**config.mk**
```make
export PLATFORM = sky130hd
export DESIGN_NAME = pipe_ctrl_flat
export DESIGN_NICKNAME = d
export VERILOG_FILES = /design/src/rtl/pipe_ctrl_if.sv /design/src/rtl/pipe_ctrl.sv /design/src/flat_wrapper.sv
export SDC_FILE = /design/constraint.sdc
export NUM_CORES = 1
export LEC_CHECK = 0
export ABC_AREA = 1
export CAP_MARGIN = 20
export CORE_ASPECT_RATIO = 1.5
export CORE_UTILIZATION = 25
export DETAILED_ROUTE_END_ITERATION = 7
export GPL_TIMING_DRIVEN = 0
export PLACE_DENSITY = 0.54
export SYNTH_ARGS = -nofsm -noshare
export SYNTH_HDL_FRONTEND = slang
export SYNTH_SLANG_ARGS = --single-unit
```
**constraint.sdc**
```tcl
create_clock -name clk -period 2.4 [get_ports clk]
set_clock_uncertainty 0.2 [all_clocks]
set_input_delay 0.48 -clock clk [delete_from_list [all_inputs] [get_ports clk]]
set_output_delay 0.48 -clock clk [all_outputs]
set_load 0.1 [all_outputs]
```
**src/rtl/pipe_ctrl_if.sv**
```systemverilog
// -----------------------------------------------------------------------------
// pipe_ctrl_if
// Bundles the pipeline-facing signals of the hazard/stall controller.
//
//   master : the datapath side. Drives the ID/EX instruction attributes,
//            redirect and cnt_clr. Receives the pipeline-register controls and
//            the performance counters.
//   slave  : the controller (pipe_ctrl). It is the mirror image of master.
//
// Signals (direction as seen by the controller):
//   id_rs1, id_rs2        in   source registers of the ID instruction
//   id_use_rs1/_rs2       in   ID instruction really reads that source
//   ex_rd                 in   destination of the EX instruction
//   ex_mem_read           in   EX instruction is a load
//   ex_md                 in   EX instruction is mul/div (held while in EX)
//   redirect              in   taken branch / jump resolved in EX
//   cnt_clr               in   synchronous clear of both counters
//   pc_write .. md_done   out  pipeline-register controls
//   stall_cnt, flush_cnt  out  saturating performance counters
// -----------------------------------------------------------------------------
interface pipe_ctrl_if #(
  parameter int ADDR_W = 5,
  parameter int CNT_W  = 16
);

  logic [ADDR_W-1:0] id_rs1;
  logic [ADDR_W-1:0] id_rs2;
  logic              id_use_rs1;
  logic              id_use_rs2;
  logic [ADDR_W-1:0] ex_rd;
  logic              ex_mem_read;
  logic              ex_md;
  logic              redirect;
  logic              cnt_clr;

  logic              pc_write;
  logic              if_id_write;
  logic              if_id_flush;
  logic              id_ex_bubble;
  logic              ex_hold;
  logic              mem_bubble;
  logic              md_go;
  logic              md_done;
  logic [CNT_W-1:0]  stall_cnt;
  logic [CNT_W-1:0]  flush_cnt;

  modport master (
    output id_rs1, id_rs2, id_use_rs1, id_use_rs2, ex_rd, ex_mem_read,
           ex_md, redirect, cnt_clr,
    input  pc_write, if_id_write, if_id_flush, id_ex_bubble, ex_hold,
           mem_bubble, md_go, md_done, stall_cnt, flush_cnt
  );

  modport slave (
    input  id_rs1, id_rs2, id_use_rs1, id_use_rs2, ex_rd, ex_mem_read,
           ex_md, redirect, cnt_clr,
    output pc_write, if_id_write, if_id_flush, id_ex_bubble, ex_hold,
           mem_bubble, md_go, md_done, stall_cnt, flush_cnt
  );

endinterface

```
**src/rtl/pipe_ctrl.sv**
```systemverilog
// -----------------------------------------------------------------------------
// pipe_ctrl
// Hazard and stall controller for a 5-stage in-order pipeline. It handles:
//   * control redirects (flush IF/ID and bubble ID/EX),
//   * multi-cycle mul/div ops that occupy EX for exactly MD_LAT cycles,
//   * load-use hazards (one-cycle stall with a bubble into EX),
// and keeps two saturating performance counters (stall and flush cycles).
//
// Parameters:
//   ADDR_W  register-address width
//   MD_LAT  total EX cycles of a mul/div op (must be >= 2)
//   CNT_W   performance-counter width
//
// Ports:
//   clk    rising-edge clock
//   reset  asynchronous, active-high reset
//   bus    pipe_ctrl_if.slave; every pipeline control output is combinational
//          from the current state, the down-counter and the bus inputs
// -----------------------------------------------------------------------------
module pipe_ctrl #(
  parameter int ADDR_W = 5,
  parameter int MD_LAT = 4,
  parameter int CNT_W  = 16
) (
  input logic       clk,
  input logic       reset,
  pipe_ctrl_if.slave bus
);

  // MD_LAT >= 2 means MD_LAT-2 always fits in $clog2(MD_LAT) bits (>= 1 bit).
  localparam int MdCntW = $clog2(MD_LAT);
  localparam logic [MdCntW-1:0] MdCntLoad = MdCntW'(MD_LAT - 2);

  typedef enum logic {
    RUN,
    MD_BUSY
  } state_t;

  state_t            state;
  logic [MdCntW-1:0] mdCnt;

  logic loadUse;
  logic startMd;
  logic flushEvt;

  logic pcWrite;
  logic ifIdWrite;
  logic ifIdFlush;
  logic idExBubble;
  logic exHold;
  logic memBubble;
  logic mdGo;
  logic mdDone;

  logic [CNT_W-1:0] stallCnt;
  logic [CNT_W-1:0] flushCnt;

  // Register 0 is hard-wired zero, so a load into x0 can never feed a consumer.
  assign loadUse = bus.ex_mem_read && (bus.ex_rd != '0) &&
                   ((bus.id_use_rs1 && (bus.id_rs1 == bus.ex_rd)) ||
                    (bus.id_use_rs2 && (bus.id_rs2 == bus.ex_rd)));

  // ---------------------------------------------------------------------------
  // Control decode
  // ---------------------------------------------------------------------------
  always_comb begin
    // NOTE: every output of this block is defaulted before any branch, so no
    // path can leave one unassigned and infer a latch.
    pcWrite    = 1'b1;
    ifIdWrite  = 1'b1;
    ifIdFlush  = 1'b0;
    idExBubble = 1'b0;
    exHold     = 1'b0;
    memBubble  = 1'b0;
    mdGo       = 1'b0;
    mdDone     = 1'b0;
    startMd    = 1'b0;
    flushEvt   = 1'b0;

    if (reset) begin
      // Keep the front end frozen and NOPs flowing until reset is released.
      pcWrite    = 1'b0;
      ifIdWrite  = 1'b0;
      ifIdFlush  = 1'b1;
      idExBubble = 1'b1;
    end else if (state == MD_BUSY) begin
      // The mul/div owns EX: redirect, ex_md and load-use are not looked at.
      if (mdCnt != '0) begin
        pcWrite   = 1'b0;
        ifIdWrite = 1'b0;
        exHold    = 1'b1;
        memBubble = 1'b1;
      end else begin
        mdDone = 1'b1;
      end
    end else begin
      // RUN: redirect beats mul/div beats load-use.
      if (bus.redirect) begin
        ifIdFlush  = 1'b1;
        idExBubble = 1'b1;
        flushEvt   = 1'b1;
      end else if (bus.ex_md) begin
        mdGo      = 1'b1;
        pcWrite   = 1'b0;
        ifIdWrite = 1'b0;
        exHold    = 1'b1;
        memBubble = 1'b1;
        startMd   = 1'b1;
      end else if (loadUse) begin
        pcWrite    = 1'b0;
        ifIdWrite  = 1'b0;
        idExBubble = 1'b1;
      end
    end
  end

  // ---------------------------------------------------------------------------
  // Mul/div sequencing. The issue cycle in RUN is EX cycle 1; MD_BUSY then
  // counts MD_LAT-2 down to 0, and the md_cnt==0 cycle is the final one.
  // ---------------------------------------------------------------------------
  always_ff @(posedge clk or posedge reset) begin
    // NOTE: sequential state uses non-blocking assignments only, so every
    // register samples the pre-edge values regardless of statement order.
    if (reset) begin
      state <= RUN;
      mdCnt <= '0;
    end else begin
      unique case (state)
        RUN: begin
          if (startMd) begin
            state <= MD_BUSY;
            mdCnt <= MdCntLoad;
          end
        end
        MD_BUSY: begin
          if (mdCnt == '0) begin
            state <= RUN;
          end else begin
            mdCnt <= mdCnt - 1'b1;
          end
        end
        default: begin
          state <= RUN;
          mdCnt <= '0;
        end
      endcase
    end
  end

  // ---------------------------------------------------------------------------
  // Performance counters: saturate at all-ones, clear wins over increment.
  // pcWrite is forced low during reset, but the counters are held in reset
  // then, so reset cycles are never counted as stalls.
  // ---------------------------------------------------------------------------
  always_ff @(posedge clk or posedge reset) begin
    if (reset) begin
      stallCnt <= '0;
      flushCnt <= '0;
    end else if (bus.cnt_clr) begin
      stallCnt <= '0;
      flushCnt <= '0;
    end else begin
      if (!pcWrite && (stallCnt != {CNT_W{1'b1}})) begin
        stallCnt <= stallCnt + 1'b1;
      end
      if (flushEvt && (flushCnt != {CNT_W{1'b1}})) begin
        flushCnt <= flushCnt + 1'b1;
      end
    end
  end

  assign bus.pc_write     = pcWrite;
  assign bus.if_id_write  = ifIdWrite;
  assign bus.if_id_flush  = ifIdFlush;
  assign bus.id_ex_bubble = idExBubble;
  assign bus.ex_hold      = exHold;
  assign bus.mem_bubble   = memBubble;
  assign bus.md_go        = mdGo;
  assign bus.md_done      = mdDone;
  assign bus.stall_cnt    = stallCnt;
  assign bus.flush_cnt    = flushCnt;

endmodule

```
**src/flat_wrapper.sv**
```systemverilog
// flat-port wrapper written by rule: the top's interface ports become plain ports
module pipe_ctrl_flat 
#(
  parameter int ADDR_W = 5,
  parameter int MD_LAT = 4,
  parameter int CNT_W  = 16
)
  (clk, reset, bus_id_rs1, bus_id_rs2, bus_id_use_rs1, bus_id_use_rs2, bus_ex_rd, bus_ex_mem_read, bus_ex_md, bus_redirect, bus_cnt_clr, bus_pc_write, bus_if_id_write, bus_if_id_flush, bus_id_ex_bubble, bus_ex_hold, bus_mem_bubble, bus_md_go, bus_md_done, bus_stall_cnt, bus_flush_cnt);
  pipe_ctrl_if #(.ADDR_W(ADDR_W), .CNT_W(CNT_W)) bus_i ();
  input logic clk;
  input logic reset;
  input wire logic [$bits(bus_i.id_rs1)-1:0] bus_id_rs1;
  input wire logic [$bits(bus_i.id_rs2)-1:0] bus_id_rs2;
  input wire logic [$bits(bus_i.id_use_rs1)-1:0] bus_id_use_rs1;
  input wire logic [$bits(bus_i.id_use_rs2)-1:0] bus_id_use_rs2;
  input wire logic [$bits(bus_i.ex_rd)-1:0] bus_ex_rd;
  input wire logic [$bits(bus_i.ex_mem_read)-1:0] bus_ex_mem_read;
  input wire logic [$bits(bus_i.ex_md)-1:0] bus_ex_md;
  input wire logic [$bits(bus_i.redirect)-1:0] bus_redirect;
  input wire logic [$bits(bus_i.cnt_clr)-1:0] bus_cnt_clr;
  output wire logic [$bits(bus_i.pc_write)-1:0] bus_pc_write;
  output wire logic [$bits(bus_i.if_id_write)-1:0] bus_if_id_write;
  output wire logic [$bits(bus_i.if_id_flush)-1:0] bus_if_id_flush;
  output wire logic [$bits(bus_i.id_ex_bubble)-1:0] bus_id_ex_bubble;
  output wire logic [$bits(bus_i.ex_hold)-1:0] bus_ex_hold;
  output wire logic [$bits(bus_i.mem_bubble)-1:0] bus_mem_bubble;
  output wire logic [$bits(bus_i.md_go)-1:0] bus_md_go;
  output wire logic [$bits(bus_i.md_done)-1:0] bus_md_done;
  output wire logic [$bits(bus_i.stall_cnt)-1:0] bus_stall_cnt;
  output wire logic [$bits(bus_i.flush_cnt)-1:0] bus_flush_cnt;
  assign bus_i.id_rs1 = bus_id_rs1;
  assign bus_i.id_rs2 = bus_id_rs2;
  assign bus_i.id_use_rs1 = bus_id_use_rs1;
  assign bus_i.id_use_rs2 = bus_id_use_rs2;
  assign bus_i.ex_rd = bus_ex_rd;
  assign bus_i.ex_mem_read = bus_ex_mem_read;
  assign bus_i.ex_md = bus_ex_md;
  assign bus_i.redirect = bus_redirect;
  assign bus_i.cnt_clr = bus_cnt_clr;
  assign bus_pc_write = bus_i.pc_write;
  assign bus_if_id_write = bus_i.if_id_write;
  assign bus_if_id_flush = bus_i.if_id_flush;
  assign bus_id_ex_bubble = bus_i.id_ex_bubble;
  assign bus_ex_hold = bus_i.ex_hold;
  assign bus_mem_bubble = bus_i.mem_bubble;
  assign bus_md_go = bus_i.md_go;
  assign bus_md_done = bus_i.md_done;
  assign bus_stall_cnt = bus_i.stall_cnt;
  assign bus_flush_cnt = bus_i.flush_cnt;
  pipe_ctrl #(.ADDR_W(ADDR_W), .MD_LAT(MD_LAT), .CNT_W(CNT_W)) u_core (.clk(clk), .reset(reset), .bus(bus_i));
endmodule
```
### Word-level counts from Yosys, hierarchy flattened

Cells that the tools add are included.

* add/sub/neg operators: 3
* equal/unequal tests: 6
* mux-type cells: 34
* bitwise operators: 1
* reduce and logical (&&, ||, !) cells: 14

Operators by type and width (number)
* 2-to-1 mux 16 bit: 4
* adder 16 x 1 -> 16 bit (second input constant): 2
* inequality test 16 bit (second input constant): 2
* 2-to-1 mux 1 bit: 26
* equality test 5 bit: 2
* logical AND 1 bit: 6
* nonzero test 2 bit: 3
* nonzero test 5 bit: 1
* 2-to-1 mux 2 bit: 2
* inequality test 2 bit (second input constant): 2
* one-hot mux 2 bit (2 select lines): 1
* zero test 2 bit: 1
* one-hot mux 1 bit (2 select lines): 1
* AND reduction 2 bit: 1
* subtractor 2 x 1 -> 2 bit (second input constant): 1
* zero test 1 bit: 1
* logical OR 1 bit: 1
* inverter 1 bit: 1

* register bits after elaboration: 35
* input port bits: 23
* word-level logic and storage cells: 62

### Depth between registers and ports, before layout

Gate-level depths: netlist (run 1).

* depth in word-level cells: 13
* mapped depth: 12

### Worst setup path after synthesis (run 1)

No wires, ideal clock.

* path type: register to output
* start: register u_core.mdCnt[0]
* end: output bus_mem_bubble
* data arrival time: 2.797 ns
* slack: -1.077 ns
* stages on the path, launching flop included: 7
* path through: dfrtp_1 -> inv_1 -> ha_1 -> nor2_1 -> inv_1 -> a21oi_1 -> buf_4

* word-level cells in the longest chain between the ends: 4

RTL lines
* start: declaration: line pipe_ctrl.sv:40 `logic [MdCntW-1:0] mdCnt;`
* start signal: assignment: line pipe_ctrl.sv:132 `mdCnt <= MdCntLoad;`
* start signal: assignment: line pipe_ctrl.sv:139 `mdCnt <= mdCnt - 1'b1;`
* nonzero test 2 bit: line pipe_ctrl.sv:88 `if (mdCnt != '0) begin`
* 2-to-1 mux 1 bit (3 in series)
* end: declaration: line flat_wrapper.sv:26 `output wire logic [$bits(bus_i.mem_bubble)-1:0] bus_mem_bubble;`

No other way between the ends.

### Worst setup path in the final report (run 1)

* start: register u_core.stallCnt[15] (netlist: u_core.bus.stall_cnt[15])
* end: output bus_stall_cnt[15]

RTL lines
* start: declaration: line pipe_ctrl.sv:55 `logic [CNT_W-1:0] stallCnt;`
* start signal: assignment: line pipe_ctrl.sv:164 `stallCnt <= stallCnt + 1'b1;`
* end: declaration: line flat_wrapper.sv:29 `output wire logic [$bits(bus_i.stall_cnt)-1:0] bus_stall_cnt;`

No word-level cell between the ends.

==> results of run 1 <==
-- logic make-up (layout without fill, tap and decap cells) --
family                     after synthesis  after routing  synth area share, %
xor gates and xnor gates                14             14                 5.06
AOI/OAI and AO/OA                       24             24                 5.42
buffers and inverters                   65            140                 11.0
adders and majority gates                3              3                 1.55
and+or+nand+nor                        214            214                 40.8
DFF                                     35             35                 36.1
-- repair_timing --
item / CTS / global route
resized for setup: 127 / 22
pin swaps: 16 / 12
setup endpoints to repair: 40 / 7
setup buffers: 6 / 0
gates cloned: 1 / 0
endpoints found under the hold margin: 0 / 0
hold buffers: 0 / 0
-- cell usage after synthesis, types with 4 or more instances --
library cell	n	area, sq um
nor3_1	9	45.0
inv_2	4	15.0
o21ai_1	4	20.0
xor2_1	13	114
nand2_1	91	342
inv_1	49	184
dfrtp_1	35	876
nand3_1	36	180
nor2_1	45	169
a21oi_1	6	30.0
nand4_1	22	138
o21ai_0	10	50.1
clkbuf_1	4	15.0
buf_2	4	20.0
-- metal layers --
| layer | part of all wire [%] | routed length, um | track usage, % | vias up |
|---|---|---|---|---|
| met5 | 0 | 0 | 0 | - |
| met4 | 1.8 | 125 | 6.58 | 0 |
| met3 | 3.6 | 255 | 2.68 | 9 |
| met2 | 54 | 3810 | 28.7 | 60 |
| met1 | 41 | 2870 | 16.8 | 1195 |
| li1 | - | - | - | 1292 |
-- worst paths after layout --
path / endpoint
max: bus_stall_cnt[15]
min: u_core.mdCnt[1]$_DFFE_PP0P_
max reg2reg: u_core.bus.stall_cnt[12]$_DFFE_PP0P_
min reg2reg: u_core.mdCnt[1]$_DFFE_PP0P_
max in group asynchronous: u_core.bus.flush_cnt[1]$_DFFE_PP0P_
min in group asynchronous: u_core.bus.stall_cnt[12]$_DFFE_PP0P_
-- registers in the layout (all words and copies together), names as in the netlist --
name and count:
u_core.bus.flush_cnt 16, u_core.bus.stall_cnt 16, u_core.state 1, u_core.mdCnt 2
-- layout by cell type (no fill, tap or decap), types with 6 or more instances in the layout --
cell,n
inv_1,42
buf_4,10
nand2_2,7
xor2_1,13
dfrtp_2,6
nand3_1,33
inv_2,6
clkbuf_1,6
dfrtp_1,29
dlygate4sd2_1,37
nor2_2,9
o21ai_0,10
buf_2,10
nor3_1,9
nand2_1,84
nor2_1,36
nand4_1,22
-- cell type report --
type	instances	area, sq um	area share (%)
buffer	10	56.3	1.66
clock buffer	7	133	3.91
clock inverter	1	5.00	0.147
inverter	53	229	6.75
multi-input combinational	255	1370	40.3
sequential	35	883	26.0
tap	112	140	4.13
timing repair buffer	68	576	17.0
timing repair inverter	1	5.00	0.147
-- power by group through the flow --
stage                     sequential (W)  clock (W)  combinational (W)
final                           0.000673   0.000642           0.000862
after detailed placement        0.000682          0           0.000833
after floorplan                 0.000793          0           0.000508
after CTS                       0.000672   0.000656           0.000852
after global routing            0.000678   0.000677           0.000926
after global placement          0.000682          0           0.000826
-- per-stage QoR --
step | utilization (%) | area [sq um] | instances | total power (W) | hold slack (ps)
2_1_floorplan | - | 2520 | 355 | 0.00130 | 258
3_3_place_gp | 35.3 | 3280 | 529 | 0.00151 | 317
3_5_place_dp | 35.3 | 3280 | 529 | 0.00152 | 329
4_1_cts | 36.5 | 3390 | 542 | 0.00218 | 344
5_1_grt | 36.5 | 3390 | 542 | 0.00228 | 377
6_report | 36.5 | 3390 | 542 | 0.00218 | 340
==> impl_results.md, run 1 <==
- Status: finished, final reports clean
- R2R depth: 14
- Grt total ovfl: 0
- RePlAce Congestion: 0.836
- CP Class: flip-flop to primary output
- Sw frac: 42.3%
- WL/cell: 13.0 um
- Max cap viols: 0
- Final Hold Fails: 0
- Worst Path Max Fanout: 5
- Synth Register Bits: 35
- Comb pwr share: 39.6%
- PD cells: 642 mW/mm^2
- Synthesized area per cell: 6.83 sq um
- Synthesized area: 0.00242 sq mm
- First-pass GRT wire length: 11800 um
- Antenna-violating nets left: 0
- # rows: 43
- Reg2Reg Launch Point: u_core.mdCnt[0]$_DFFE_PP0P_
- WP data required: 1720 ps
- Worst slew pin tran: 970 ps
- Crit path buffers/inverters: 1
- Skew-Pair Late Insertion Delay: 280 ps
- Ys async rst share: 100%
- Via count: 2556
- Clock Power Share: 29.5%
- CP top delay family: buffers and inverters
- Setup crit start: u_core.bus.stall_cnt[15]$_DFFE_PP0P_
- Critical Path End Type: primary output
- Clock transition at path regs: 50 ps
- Nets: 455
- Part of the power in registers: 30.9%
- Final WL: 7050 um
- Post-Syn Nets: 381
- Synthesized instance count: 355
- Largest stage delay, worst path: 890 ps
- Final Cycle Share: 97.2%
- DRT Pass-1 Iters: 4
- Critical path, cell by cell: dlygate4sd2_1
- Fmax: 0.429 GHz
- CP arrival: 1650 ps
- Vias in the first global route: 2511
- Hpwl dp: 5110 um
- Fillers: 1014
- Worst setup SP type: flip-flop
- WP depth: 1
- R2R setup slack: 210 ps
- Port bufs: 62
- Total GRT Usage: 15.5%
- Main synth FF type: dfrtp_1
- Min cycle time layout: 2330 ps
- Top Ports: 63
- Final setup viols: 0
- Worst Hold Launch: u_core.mdCnt[1]$_DFFE_PP0P_
- Layout cells sized above 1: 20.0%
- H-tree depth: 2
- Critical path's slowest cell: dlygate4sd2_1
- Starting Density: 26.1%
- Worst Hold Path Cells: 2
- Vias/cell: 4.72
- Max Slew Vio Count: 0
- Leakage: 1.76 nW
- Switching power total: 0.000922 W
- Setup_tns: 0 ps
- Die height: 123 um
- Die Area: 0.0101 sq mm
- Peak VDD IR: 379 uV
- CTS max path bufs: 2
- Die span in x: 82.4 um
- Distinct cell type count after synthesis: 28
- Core area: 0.00931 sq mm
- Clk root buf: clkbuf_16
- EDFF count, synth: 0
- TritonCTS Buffers: 5
- ANT cells: 0
- Syn. warnings: 0
- Int Power: 0.00126 W
- Register area share after synthesis: 36.1%
- Dpl ws: -1950 ps
- Area grow syn2layout: 39.9%
- Post-route setup slack: 67.5 ps
- Initial antenna violation count: 0
- Total clock sinks: 35
- Max_slew headroom: 35.6%
- Hold WC Path Type: flip-flop to flip-flop
- # DRC: 0
- CTS tree: yes
- Largest net degree at the start of global routing: 19
- Starting DRT DRC Count: 118
Note: power is estimated with default switching activity, not from simulation.
==> inputs of run 2 (changes only) <==
--- a/config.mk
+++ b/config.mk
@@ -12,6 +12,7 @@
 export DETAILED_ROUTE_END_ITERATION = 7
 export GPL_TIMING_DRIVEN = 0
 export PLACE_DENSITY = 0.54
+export SKIP_CTS_REPAIR_TIMING = 1
 export SYNTH_ARGS = -nofsm -noshare
 export SYNTH_HDL_FRONTEND = slang
 export SYNTH_SLANG_ARGS = --single-unit
==> constraint.sdc (replaced) <==
create_clock -name clk -period 2.4 [get_ports clk]
set_clock_uncertainty 0.2 [all_clocks]
set_input_delay 0.24 -clock clk [delete_from_list [all_inputs] [get_ports clk]]
set_output_delay 0.24 -clock clk [all_outputs]
set_load 0.1 [all_outputs]
==> impl_results.md, run 2 (synthesis results as in run 1) <==
- Final WL: 6860 um
- Leakage: 1.79 nW
- RePlAce Congestion: 0.848
- # DRC: 0
- H-tree depth: 2
- Final setup viols: 0
- Fmax: 0.425 GHz
- Final Cycle Share: 98.0%
- Largest net degree at the start of global routing: 37
- Core area: 0.00931 sq mm
- Final Hold Fails: 0
- Largest stage delay, worst path: 1180 ps
- Port bufs: 62
- First-pass GRT wire length: 11300 um
- Dpl cell area: 0.00323 sq mm
- Clock transition at path regs: 50 ps
- PD cells: 635 mW/mm^2
- Post-route setup slack: 48.9 ps
- CP arrival: 1910 ps
- Layout cells sized above 1: 14.3%
- CTS max path bufs: 2
- Pwr Total: 0.00222 W
- Max Slew Vio Count: 0
- Starting Density: 26.1%
- Critical path, cell by cell: clkdlybuf4s50_1
- Area grow syn2layout: 44.0%
- Hold WC Path Type: flip-flop to flip-flop
- # rows: 43
- Initial antenna violation count: 0
- DRT Pass-1 Iters: 4
- CP Class: flip-flop to primary output
- CTS tree: yes
- Total clock sinks: 35
- Worst slew pin tran: 984 ps
- Vias/cell: 4.61
- Max_slew headroom: 34.2%
- Commonest non-fill, non-tap cell in the layout: nand2_1
- Via count: 2521
- Peak VDD IR: 415 uV
- Die height: 123 um
- Max cap viols: 0
- Critical path's slowest cell: clkdlybuf4s50_1
- RSZ-0062 raised after global routing: false
- TritonCTS Buffers: 5
- Die Area: 0.0101 sq mm
- ANT cells: 0
- Worst setup SP type: flip-flop
- Hpwl dp: 5090 um
- CP top delay family: buffers and inverters
- Top Ports: 63
- Skew-Pair Late Insertion Delay: 280 ps
- Commonest cells after routing, fill and taps aside: nand2_1, inv_1, clkdlybuf4s50_1
- Min cycle time layout: 2350 ps
- WL/cell: 12.5 um
- Grt total ovfl: 0
- Nets: 460
- Antenna-violating nets left: 0
- Crit path buffers/inverters: 1
- Clk root buf: clkbuf_16
- Vias in the first global route: 2536
- Status: finished, final reports clean
- Fin area: 0.00349 sq mm
- WP data required: 1960 ps
- Total GRT Usage: 14.7%
- Worst Path Max Fanout: 7
- Critical Path End Type: primary output
- Starting DRT DRC Count: 139
- Dpl ws: -1330 ps
- Die span in x: 82.4 um
[run 2: through the flow]
stage                     setup TNS, ps  hold slack (ps)  utilization, %  instances
after floorplan                    -177            -5.08               -        355
after global placement            -5430              315            34.7        529
after detailed placement          -5630              320            34.7        529
after CTS                         -6160              332            36.4        537
after global routing                  0              361            37.5        547
final                                 0              324            37.5        547
[run 2: worst paths after layout]
| path | cells past startpoint | slack [ps] | end | from |
|---|---|---|---|---|
| worst max-delay path | 1 | 50 | bus_flush_cnt[10] | u_core.bus.flush_cnt[10]$_DFFE_PP0P_ |
| worst min-delay path | 2 | 320 | u_core.mdCnt[1]$_DFFE_PP0P_ | u_core.mdCnt[1]$_DFFE_PP0P_ |
| worst max register to register | 13 | 300 | u_core.bus.stall_cnt[14]$_DFFE_PP0P_ | u_core.mdCnt[0]$_DFFE_PP0P_ |
| worst min register to register | 2 | 320 | u_core.mdCnt[1]$_DFFE_PP0P_ | u_core.mdCnt[1]$_DFFE_PP0P_ |
| max in group asynchronous | 2 | 950 | u_core.bus.flush_cnt[3]$_DFFE_PP0P_ | reset |
| min in group asynchronous | 3 | 420 | u_core.state$_DFF_PP0_ | reset |
[run 2: routing by layer]
layer | global-route usage (%) | vias up | share of wire, %
li1 | - | 1291 | -
met1 | 15.6 | 1147 | 39
met2 | 27.3 | 74 | 54
met3 | 2.60 | 9 | 5.2
met4 | 6.47 | 0 | 1.8
met5 | 0 | - | 0
[run 2: cell type report]
class                           count  area, sq um
Buffer                             11         76.3
Clock buffer                        8          156
Fill cell                         988         5820
Inverter                           53          206
Multi-Input combinational cell    255         1330
Sequential cell                    35          883
Tap cell                          112          140
Timing Repair Buffer               72          697
Timing Repair inverter              1         5.00
[run 2: power breakdown]
part	switching (W)	leakage, nW	internal (W)	total (W)
Combinational	0.000603	1.24	0.000253	0.000856
Sequential	0.0000362	0.471	0.000634	0.000670
Clock	0.000248	0.0772	0.000442	0.000690
Total	0.000887	1.79	0.00133	0.00222
